$ cat src/rtl/usb_pkg.sv
// Shared encodings for the full-speed USB receive front end.
// Line-state values match the {D+, D-} pin pair so decode is a direct mapping.
package usb_pkg;

    typedef enum logic [1:0] {
        LINE_SE0 = 2'b00,
        LINE_K   = 2'b01,
        LINE_J   = 2'b10
    } line_e;

    typedef enum logic [2:0] {
        RX_IDLE,
        RX_SYNC,
        RX_ACTIVE,
        RX_EOP1,
        RX_EOP2,
        RX_ABORT
    } rx_state_e;

    localparam int unsigned FS_OVERSAMPLE  = 4;
    localparam int unsigned STUFF_LIMIT    = 6;
    localparam int unsigned ABORT_J_CLOCKS = 8;

    // SE1 is illegal on the bus and is folded into SE0.
    function automatic line_e decode_line(input logic dp, input logic dn);
        unique case ({dp, dn})
            2'b10:   return LINE_J;
            2'b01:   return LINE_K;
            default: return LINE_SE0;
        endcase
    endfunction

endpackage

$ cat src/rtl/usb_rx_phy_if.sv
// Pin inputs and decoded bit-stream outputs of the USB receive front end.
// master is the PHY side, slave is the downstream packet reader / pin driver.
interface usb_rx_phy_if;
    logic usb_d_p;
    logic usb_d_n;
    logic rx_active;
    logic bit_valid;
    logic bit_data;
    logic packet_end;
    logic rx_error;
    logic bus_reset;

    modport master (
        input  usb_d_p, usb_d_n,
        output rx_active, bit_valid, bit_data, packet_end, rx_error, bus_reset
    );

    modport slave (
        output usb_d_p, usb_d_n,
        input  rx_active, bit_valid, bit_data, packet_end, rx_error, bus_reset
    );
endinterface

$ cat src/rtl/usb_line_sync.sv
// Pin synchroniser, line-state decode and oversampled bit-centre recovery.
// OVERSAMPLE must be a power of two so the phase counter wraps naturally.
module usb_line_sync
    import usb_pkg::*;
#(
    parameter int unsigned OVERSAMPLE = FS_OVERSAMPLE
) (
    input  logic  clock48,
    input  logic  reset_n,
    input  logic  usb_d_p,
    input  logic  usb_d_n,
    output line_e line_state,
    output logic  sample_strobe
);

    localparam int unsigned PW = $clog2(OVERSAMPLE);
    localparam logic [PW-1:0] MID = PW'(OVERSAMPLE / 2);

    logic [1:0]    dp_sync;
    logic [1:0]    dn_sync;
    line_e         line_prev;
    logic [PW-1:0] phase_q;
    logic [PW-1:0] phase;

    // Synchronisers idle at J so a reset release does not look like SE0.
    always_ff @(posedge clock48 or negedge reset_n) begin
        if (!reset_n) begin
            dp_sync   <= 2'b11;
            dn_sync   <= 2'b00;
            line_prev <= LINE_J;
            phase_q   <= '0;
        end else begin
            dp_sync   <= {dp_sync[0], usb_d_p};
            dn_sync   <= {dn_sync[0], usb_d_n};
            line_prev <= line_state;
            phase_q   <= phase;
        end
    end

    assign line_state = decode_line(dp_sync[1], dn_sync[1]);

    // The clock on which the line changes counts as phase 0 of the new bit.
    assign phase         = (line_state != line_prev) ? '0 : phase_q + PW'(1);
    assign sample_strobe = (phase == MID);

endmodule

$ cat src/rtl/usb_rx_phy.sv
// Full-speed USB receive PHY: SYNC detect, NRZI decode, bit unstuffing,
// EOP and bus-reset detection, producing a framed per-bit strobe stream.
module usb_rx_phy
    import usb_pkg::*;
#(
    parameter int unsigned RESET_CYCLES = 120,
    parameter int unsigned SYNC_TIMEOUT = 16
) (
    input logic          clock48,
    input logic          reset_n,
    usb_rx_phy_if.master bus
);

    localparam int unsigned SE0_W  = $clog2(RESET_CYCLES + 1);
    localparam int unsigned SYNC_W = $clog2(SYNC_TIMEOUT + 2);

    line_e line_state;
    logic  sample_strobe;

    usb_line_sync #(
        .OVERSAMPLE (FS_OVERSAMPLE)
    ) u_line_sync (
        .clock48       (clock48),
        .reset_n       (reset_n),
        .usb_d_p       (bus.usb_d_p),
        .usb_d_n       (bus.usb_d_n),
        .line_state    (line_state),
        .sample_strobe (sample_strobe)
    );

    rx_state_e         state;
    line_e             prev_line;
    logic [2:0]        ones_cnt;
    logic [SYNC_W-1:0] sync_cnt;
    logic [SE0_W-1:0]  se0_cnt;
    logic [3:0]        j_cnt;
    logic              rx_active;
    logic              bit_valid;
    logic              bit_data;
    logic              packet_end;
    logic              rx_error;
    logic              bus_reset;

    logic              is_se0;
    logic              nrzi_bit;
    logic              reset_rise;
    logic [SE0_W-1:0]  se0_next;
    logic [SYNC_W-1:0] sync_next;

    always_comb begin
        is_se0     = (line_state == LINE_SE0);
        nrzi_bit   = (line_state == prev_line);
        sync_next  = sync_cnt + SYNC_W'(1);
        se0_next   = '0;
        if (is_se0) begin
            se0_next = (se0_cnt == SE0_W'(RESET_CYCLES)) ? se0_cnt : se0_cnt + SE0_W'(1);
        end
        reset_rise = (se0_next >= SE0_W'(RESET_CYCLES)) && !bus_reset;
    end

    always_ff @(posedge clock48 or negedge reset_n) begin
        if (!reset_n) begin
            state      <= RX_IDLE;
            prev_line  <= LINE_J;
            ones_cnt   <= '0;
            sync_cnt   <= '0;
            se0_cnt    <= '0;
            j_cnt      <= '0;
            rx_active  <= 1'b0;
            bit_valid  <= 1'b0;
            bit_data   <= 1'b0;
            packet_end <= 1'b0;
            rx_error   <= 1'b0;
            bus_reset  <= 1'b0;
        end else begin
            bit_valid  <= 1'b0;
            packet_end <= 1'b0;
            rx_error   <= 1'b0;
            se0_cnt    <= se0_next;
            bus_reset  <= (se0_next >= SE0_W'(RESET_CYCLES));
            if (sample_strobe) begin
                prev_line <= line_state;
            end

            // A fresh bus reset silently discards whatever the FSM was doing.
            if (reset_rise) begin
                state     <= RX_IDLE;
                rx_active <= 1'b0;
            end else begin
                unique case (state)
                    RX_IDLE: begin
                        if (sample_strobe && line_state == LINE_K) begin
                            state    <= RX_SYNC;
                            sync_cnt <= SYNC_W'(1);
                        end
                    end
                    RX_SYNC: begin
                        if (sample_strobe) begin
                            sync_cnt <= sync_next;
                            if (line_state == LINE_K && prev_line == LINE_K) begin
                                state     <= RX_ACTIVE;
                                rx_active <= 1'b1;
                                ones_cnt  <= '0;
                            end else if (is_se0) begin
                                state <= RX_IDLE;
                            end else if (sync_next > SYNC_W'(SYNC_TIMEOUT)) begin
                                state    <= RX_ABORT;
                                rx_error <= 1'b1;
                                j_cnt    <= '0;
                            end
                        end
                    end
                    RX_ACTIVE: begin
                        if (sample_strobe) begin
                            if (is_se0) begin
                                state <= RX_EOP1;
                            end else if (ones_cnt == 3'(STUFF_LIMIT)) begin
                                // This slot must be a stuffed 0; a 1 here is a stuff error.
                                if (nrzi_bit) begin
                                    state     <= RX_ABORT;
                                    rx_error  <= 1'b1;
                                    rx_active <= 1'b0;
                                    j_cnt     <= '0;
                                end else begin
                                    ones_cnt <= '0;
                                end
                            end else begin
                                bit_valid <= 1'b1;
                                bit_data  <= nrzi_bit;
                                ones_cnt  <= nrzi_bit ? ones_cnt + 3'd1 : 3'd0;
                            end
                        end
                    end
                    RX_EOP1: begin
                        if (sample_strobe) begin
                            if (is_se0) begin
                                state <= RX_EOP2;
                            end else begin
                                state     <= RX_ABORT;
                                rx_error  <= 1'b1;
                                rx_active <= 1'b0;
                                j_cnt     <= '0;
                            end
                        end
                    end
                    RX_EOP2: begin
                        if (sample_strobe) begin
                            if (line_state == LINE_J) begin
                                state      <= RX_IDLE;
                                packet_end <= 1'b1;
                                rx_active  <= 1'b0;
                            end else begin
                                state     <= RX_ABORT;
                                rx_error  <= 1'b1;
                                rx_active <= 1'b0;
                                j_cnt     <= '0;
                            end
                        end
                    end
                    RX_ABORT: begin
                        rx_active <= 1'b0;
                        if (line_state == LINE_J) begin
                            if (j_cnt == 4'(ABORT_J_CLOCKS - 1)) begin
                                state <= RX_IDLE;
                                j_cnt <= '0;
                            end else begin
                                j_cnt <= j_cnt + 4'd1;
                            end
                        end else begin
                            j_cnt <= '0;
                        end
                    end
                    default: state <= RX_IDLE;
                endcase
            end
        end
    end

    assign bus.rx_active  = rx_active;
    assign bus.bit_valid  = bit_valid;
    assign bus.bit_data   = bit_data;
    assign bus.packet_end = packet_end;
    assign bus.rx_error   = rx_error;
    assign bus.bus_reset  = bus_reset;

endmodule

$ cat src/flat_wrapper.sv
// flat-port wrapper written by rule: the top's interface ports become plain ports
module usb_rx_phy_flat import usb_pkg::*;
#(
    parameter int unsigned RESET_CYCLES = 120,
    parameter int unsigned SYNC_TIMEOUT = 16
)
  (clock48, reset_n, bus_usb_d_p, bus_usb_d_n, bus_rx_active, bus_bit_valid, bus_bit_data, bus_packet_end, bus_rx_error, bus_bus_reset);
  usb_rx_phy_if bus_i ();
  input logic clock48;
  input logic reset_n;
  input wire logic [$bits(bus_i.usb_d_p)-1:0] bus_usb_d_p;
  input wire logic [$bits(bus_i.usb_d_n)-1:0] bus_usb_d_n;
  output wire logic [$bits(bus_i.rx_active)-1:0] bus_rx_active;
  output wire logic [$bits(bus_i.bit_valid)-1:0] bus_bit_valid;
  output wire logic [$bits(bus_i.bit_data)-1:0] bus_bit_data;
  output wire logic [$bits(bus_i.packet_end)-1:0] bus_packet_end;
  output wire logic [$bits(bus_i.rx_error)-1:0] bus_rx_error;
  output wire logic [$bits(bus_i.bus_reset)-1:0] bus_bus_reset;
  assign bus_i.usb_d_p = bus_usb_d_p;
  assign bus_i.usb_d_n = bus_usb_d_n;
  assign bus_rx_active = bus_i.rx_active;
  assign bus_bit_valid = bus_i.bit_valid;
  assign bus_bit_data = bus_i.bit_data;
  assign bus_packet_end = bus_i.packet_end;
  assign bus_rx_error = bus_i.rx_error;
  assign bus_bus_reset = bus_i.bus_reset;
  usb_rx_phy #(.RESET_CYCLES(RESET_CYCLES), .SYNC_TIMEOUT(SYNC_TIMEOUT)) u_core (.clock48(clock48), .reset_n(reset_n), .bus(bus_i));
endmodule
$ cat config.mk
export PLATFORM = sky130hd
export DESIGN_NAME = usb_rx_phy_flat
export DESIGN_NICKNAME = d
export VERILOG_FILES = /design/src/rtl/usb_pkg.sv /design/src/rtl/usb_rx_phy_if.sv /design/src/rtl/usb_line_sync.sv /design/src/rtl/usb_rx_phy.sv /design/src/flat_wrapper.sv
export SDC_FILE = /design/constraint.sdc
export NUM_CORES = 1
export LEC_CHECK = 0
export ABC_CLOCK_PERIOD_IN_PS = 3640
export BUFFER_PORTS_ARGS = -buffer_cell sky130_fd_sc_hd__clkbuf_2
export CAP_MARGIN = 10
export CORE_MARGIN = 2
export CORE_UTILIZATION = 46
export CTS_BUF_LIST = sky130_fd_sc_hd__clkbuf_4 sky130_fd_sc_hd__clkbuf_8 sky130_fd_sc_hd__clkbuf_16
export DETAILED_ROUTE_END_ITERATION = 7
export SKIP_CTS_REPAIR_TIMING = 1
export SLEW_MARGIN = 20
export SYNTH_ARGS = -nofsm -noshare
export SYNTH_HDL_FRONTEND = slang
export SYNTH_SLANG_ARGS = --single-unit
$ cat constraint.sdc
create_clock -name clock48 -period 3.64 [get_ports clock48]
set_input_delay 0.364 -clock clock48 [delete_from_list [all_inputs] [get_ports clock48]]
set_output_delay 0.364 -clock clock48 [all_outputs]
set_load 0.01 [all_outputs]
* Word level (Yosys, flattened, before mapping)
Index checks and enable logic that the tools add are counted.
Word-level totals: register bits after elaboration 38, bits in latches 0, RAM bits 0, ROM bits 0, output and inout bits 6, logic and storage cells 169, memories kept 0
Cells by class: add/sub/neg operators 5, multipliers 0, div/mod/pow operators 0, order comparisons 2, eq/ne operators 46, shift-type cells 0, multiplexer cells 81, bitwise logic cells 3, reductions and logical operators 16
Operator list (count):
- $mux W3 | 22
- $mux W4 | 14
- $mux W1 | 33
- $ne A3 B1 Y1 const B | 10
- $pmux W4 S5 | 1
- $reduce_and A10 Y1 | 2
- $ne A2 B1 Y1 const B | 9
- $pmux W3 S6 | 1
- $mux W7 | 2
- $reduce_and A14 Y1 | 1
- $mux W5 | 2
- $ne A2 B2 Y1 const B | 5
- $pmux W5 S2 | 1
- $eq A3 B3 Y1 const B | 3
- $ne A3 B3 Y1 const B | 3
- $ne A4 B1 Y1 const B | 2
- $add A7 B1 Y7 const B | 1
- $eq A7 B7 Y1 const B | 1
- $ge A7 B7 Y1 const B | 1
- $reduce_and A7 Y1 | 1
- $eq A2 B1 Y1 const B | 3
- $eq A2 B2 Y1 const B | 3
- $eq A3 B2 Y1 const B | 2
- $pmux W3 S2 | 1
- other kinds (24) | 29

* Logic depth before layout (Yosys ltp)
depth after elaboration 9, mapped depth 10

* Cells and area by module
Synthesis repeated with hierarchy kept, for this count alone.
Unflattened totals: cell total of the unflattened synthesis 221, area, all modules 2227.1 sq um
By module, submodules not included:
- usb_rx_phy | instances 1, cells an instance 202, area each 1923.1 sq um, seq. area each 752.0 sq um
- usb_line_sync | instances 1, cells an instance 19, area each 304.0 sq um, seq. area each 203.9 sq um

* Least setup slack after synthesis
No wires, ideal clock.
path kind register to register, from register u_core.u_line_sync.dp_sync[1], to register u_core.sync_cnt[1], setup time 121 ps, arrival time 2521 ps, data required time 3519 ps, slack 998 ps, cell stages (with the launch flop) 10, path buffers 2, period minus slack after synthesis 2642 ps, cells stage by stage dfstp_2 > inv_1 > ha_1 > buf_2 > xor2_1 > or3_4 > buf_6 > a31o_4 > or4_4 > a22o_1
Between the ends: cells in the longest elaborated chain, start to end 8, elaborated cells on any way between the ends 16, those cells by class order compare (1); eq/ne (7); mux (3); bitwise (1); reduce/logical (4)
Ends and longest elaborated chain:
- start: declaration | RTL line usb_line_sync.sv:19 | logic [1:0] dp_sync;
- start signal: assignment | RTL line usb_line_sync.sv:33 | dp_sync <= {dp_sync[0], usb_d_p};
- $eq A2 B1 Y1 / $eq A2 B2 Y1 (equally long branches) | RTL line usb_pkg.sv:26 | unique case ({dp, dn})
- $pmux W2 S2 * | RTL line usb_pkg.sv:26
- named net u_core.line_state[0] | RTL line usb_rx_phy.sv:17 | line_e line_state;
- $logic_not A2 Y1 / $ne A2 B2 Y1 (equally long branches) | RTL line usb_rx_phy.sv:51, usb_line_sync.sv:43
- $mux W7 / $mux W2 (equally long branches) | RTL line usb_rx_phy.sv:55, usb_line_sync.sv:43
- $ge A7 B7 Y1 / $eq A2 B2 Y1 (equally long branches) | RTL line usb_rx_phy.sv:58, usb_line_sync.sv:44
- $logic_and A1 B1 Y1 (on tied branches) | RTL line usb_rx_phy.sv:58, usb_rx_phy.sv:92
- $not A1 Y1 (no source line) / $ne A2 B1 Y1 (equally long branches)
- $reduce_and A4 Y1 (no source line) *
- end signal: assignment | RTL line usb_rx_phy.sv:99 | sync_cnt <= sync_next;
- end: declaration | RTL line usb_rx_phy.sv:34 | logic [SYNC_W-1:0] sync_cnt;
The timed path passes the listed nets; every way through them passes the cells marked *. A chain may end at the register's enable or synchronous reset.

* Worst setup path in the final report
from register u_core.u_line_sync.dp_sync[1], to register u_core.sync_cnt[3]
The elaborated chain is that of the path after synthesis.

==> out/metrics.yaml <==
p_comb_share_pct: 26.2
layout_commonest_cell: "dfrtp_1"
nFillCells: 428
cts_buffers: 5
setup_viol: 0
ys_seq_area_share_pct: 45.3
cts.root.buffer_cell: "clkbuf_8"
detail_route.drc_violations: 0
wl_per_cell_um: 15.6
yosysTopAreaCell: "dfrtp_1"
dr.first_iter.drc_count: 62
critPathKind: "reg -> reg"
hold_depth: 1
timing.final.crit_share_pct: 73.7
initial_core_util_pct: 48.1
tns_ns: 0
power_density_mw_per_mm2: 504
cts_tree: "yes"
finalNonFillerCells: 277
die_h_um: 71.7
ant_nets: 0
synth_top_cells_by_area: "dfrtp_1, dfstp_2, ha_1"
swShare_pct: 34.7
grt_pass1_wl_um: 7900
clkTransAtPathRegs_ns: 0.07
gr-usage-all-layers_pct: 19.5
grt_max_degree: 39
ir_drop_mv: 0.300
grt_overflow: 0
cp_max_fo: 9
firstDrtPassIters: 4
grt_pass1_vias: 1665
hold_class: "in -> reg"
vias: 1636
synth_edf_count: 0
drive_above_1_share_pct: 15.1
synth.net_count: 227
clock_skew_ns: 0.00562
cp.required_ns: 3.82
ys_types: 54
synth_top_area_share_pct: 40.3
worstMarginPinSlew_ns: 0.921
drv_slew: 0
fmax_mhz: 373
numPortBuffers: 9
routed_wl_um: 4310
power.leakage_nw: 0.999
die-area_mm2: 0.00515
synth_warnings: 0
fin_nets: 236
intPower_mw: 0.749
p_seq_share_pct: 47.6
max_cap_viol_count: 0
reg2reg_setup_slack_ns: 0.96
coreArea_mm2: 0.00438
cts-htree-levels: 2
diodes: 0
regToRegEndpoint: "u_core.sync_cnt[3]"
synthFlopType: "dfrtp_1"
clockPowerShare_pct: 26.2
most-common-layout-cells: "dfrtp_1, nor2_1, nand2_1, o21ai_0, inv_1"
crit_arrival_ns: 2.86
syn-cell-area_mm2: 0.00211
worst_setup_path_end_kind: "flip-flop"
rows: 24
die_w_um: 71.7
avgSynthCellArea_um2: 9.82
via_per_inst: 5.91
min_from: "bus_usb_d_p"
ys_seq_elements: 38
routabilityCongestion: 0.893
status: "completed"
synthArstFlopShare_pct: 100
r2r-start: "u_core.u_line_sync.dp_sync[1]"
period_minus_slack_ns: 2.68
min_to: "u_core.u_line_sync.dp_sync[0]"
dpl.hpwl_um: 3150
area_growth_pct: 7.71
pin_count: 10
clk_latency_ns: 0.29
rsz0062_at_grt: "false"
cts_sinks: 38
p_sw_mw: 0.397
hold_viol: 0
cp-start-kind: "flip-flop"
max_slew_margin_pct: 38.6
dp.cells: 269
reg2reg_depth: 7
clock_path_buffers: 2
antenna_found_initial: 0
syn_inst: 215
Yosys cell counts, drive strengths merged, types with 4 or more instances:
library cell / count
xnor2: 4
xor2: 6
inv: 10
dfrtp: 34
ha: 8
dfstp: 4
clkbuf: 4
o31ai: 5
and3: 5
nand2b: 5
nand2: 17
nand3: 8
mux2i: 5
a21oi: 5
nor3: 9
nor2: 20
o21ai: 19
per-layer routing:
| layer | vias to the layer above | global-route usage (%) | share of wire [%] |
|---|---|---|---|
| li1 | 793 | - | - |
| met1 | 803 | 25.2 | 45 |
| met2 | 35 | 33.6 | 50 |
| met3 | 5 | 4.22 | 3.5 |
| met4 | 0 | 4.61 | 1.1 |
| met5 | - | 0 | 0 |
sequential cells by signal, summed over array words and instances (netlist names):
register	cells
u_core.bus.bit_data	1
u_core.bus.bit_valid	1
u_core.bus.bus_reset	1
u_core.bus.packet_end	1
u_core.bus.rx_active	1
u_core.bus.rx_error	1
u_core.j_cnt	4
u_core.ones_cnt	3
u_core.prev_line	2
u_core.se0_cnt	7
u_core.state	3
u_core.sync_cnt	5
u_core.u_line_sync.dn_sync	2
u_core.u_line_sync.dp_sync	2
u_core.u_line_sync.line_prev	2
u_core.u_line_sync.phase_q	2
worst max-delay path by stage:
stage / cells after the start / slack [ns] / end / startpoint
after floorplan: 9 / 1.0 / u_core.sync_cnt[1] / u_core.u_line_sync.dp_sync[1]
after global placement: 7 / 1.06 / u_core.sync_cnt[1] / u_core.u_line_sync.dp_sync[1]
after detailed placement: 7 / 0.97 / u_core.sync_cnt[3] / u_core.u_line_sync.dp_sync[1]
after CTS: 7 / 0.96 / u_core.sync_cnt[3] / u_core.u_line_sync.dp_sync[1]
after global routing: 8 / 0.79 / u_core.j_cnt[3] / u_core.u_line_sync.dp_sync[1]
final: 7 / 0.96 / u_core.sync_cnt[3] / u_core.u_line_sync.dp_sync[1]
stage by stage:
step | hold slack, ns | power [mW] | instance area (µm²) | setup WS [ns] | util [%]
after detailed placement | 0.336 | 0.852 | 2180 | 0.966 | 49.7
after floorplan | 0.0684 | 0.768 | 2110 | 0.998 | -
after global placement | 0.342 | 0.842 | 2180 | 1.06 | 49.7
after CTS | 0.146 | 1.15 | 2270 | 0.956 | 51.9
after global routing | 0.138 | 1.22 | 2270 | 0.788 | 51.9
final | 0.154 | 1.15 | 2270 | 0.957 | 51.9
power groups by stage:
stage	Combinational, mW	Sequential (mW)	Clock (mW)
final	0.300	0.545	0.300
after global routing	0.340	0.556	0.327
after CTS	0.301	0.544	0.310
after detailed placement	0.299	0.553	0
after global placement	0.294	0.548	0
after floorplan	0.248	0.520	0
layout make-up:
type	count	area (µm²)	area share (%)
multi-input cells	160	1070	47.3
well taps	52	65.1	2.86
clock buffers	6	82.6	3.63
clock inverters	2	12.5	0.550
repair buffers	9	45.0	1.98
flip-flops and latches	38	956	42.0
inverters	10	37.5	1.65
worst max-delay path, cell delays in order, from the launching register on:
cell and delay [ns]:
dfstp_2 0.54, inv_1 0.04, ha_1 0.30, xor2_1 0.23, or3_4 0.44, a31o_4 0.26
or4_4 0.51, a22o_1 0.24
cell families after synthesis:
| kind of cell | count (synthesis) | synth area share (%) |
|---|---|---|
| AND/OR/NAND/NOR | 83 | 20.6 |
| adder cells (fa/ha/maj) | 8 | 4.74 |
| XOR/XNOR | 10 | 4.50 |
| AO/OA/AOI/OAI | 51 | 17.1 |
| multiplexers | 8 | 3.97 |
| buffers and inverters | 17 | 3.79 |
| flip-flops | 38 | 45.3 |
(Power assumes the default switching activity.)
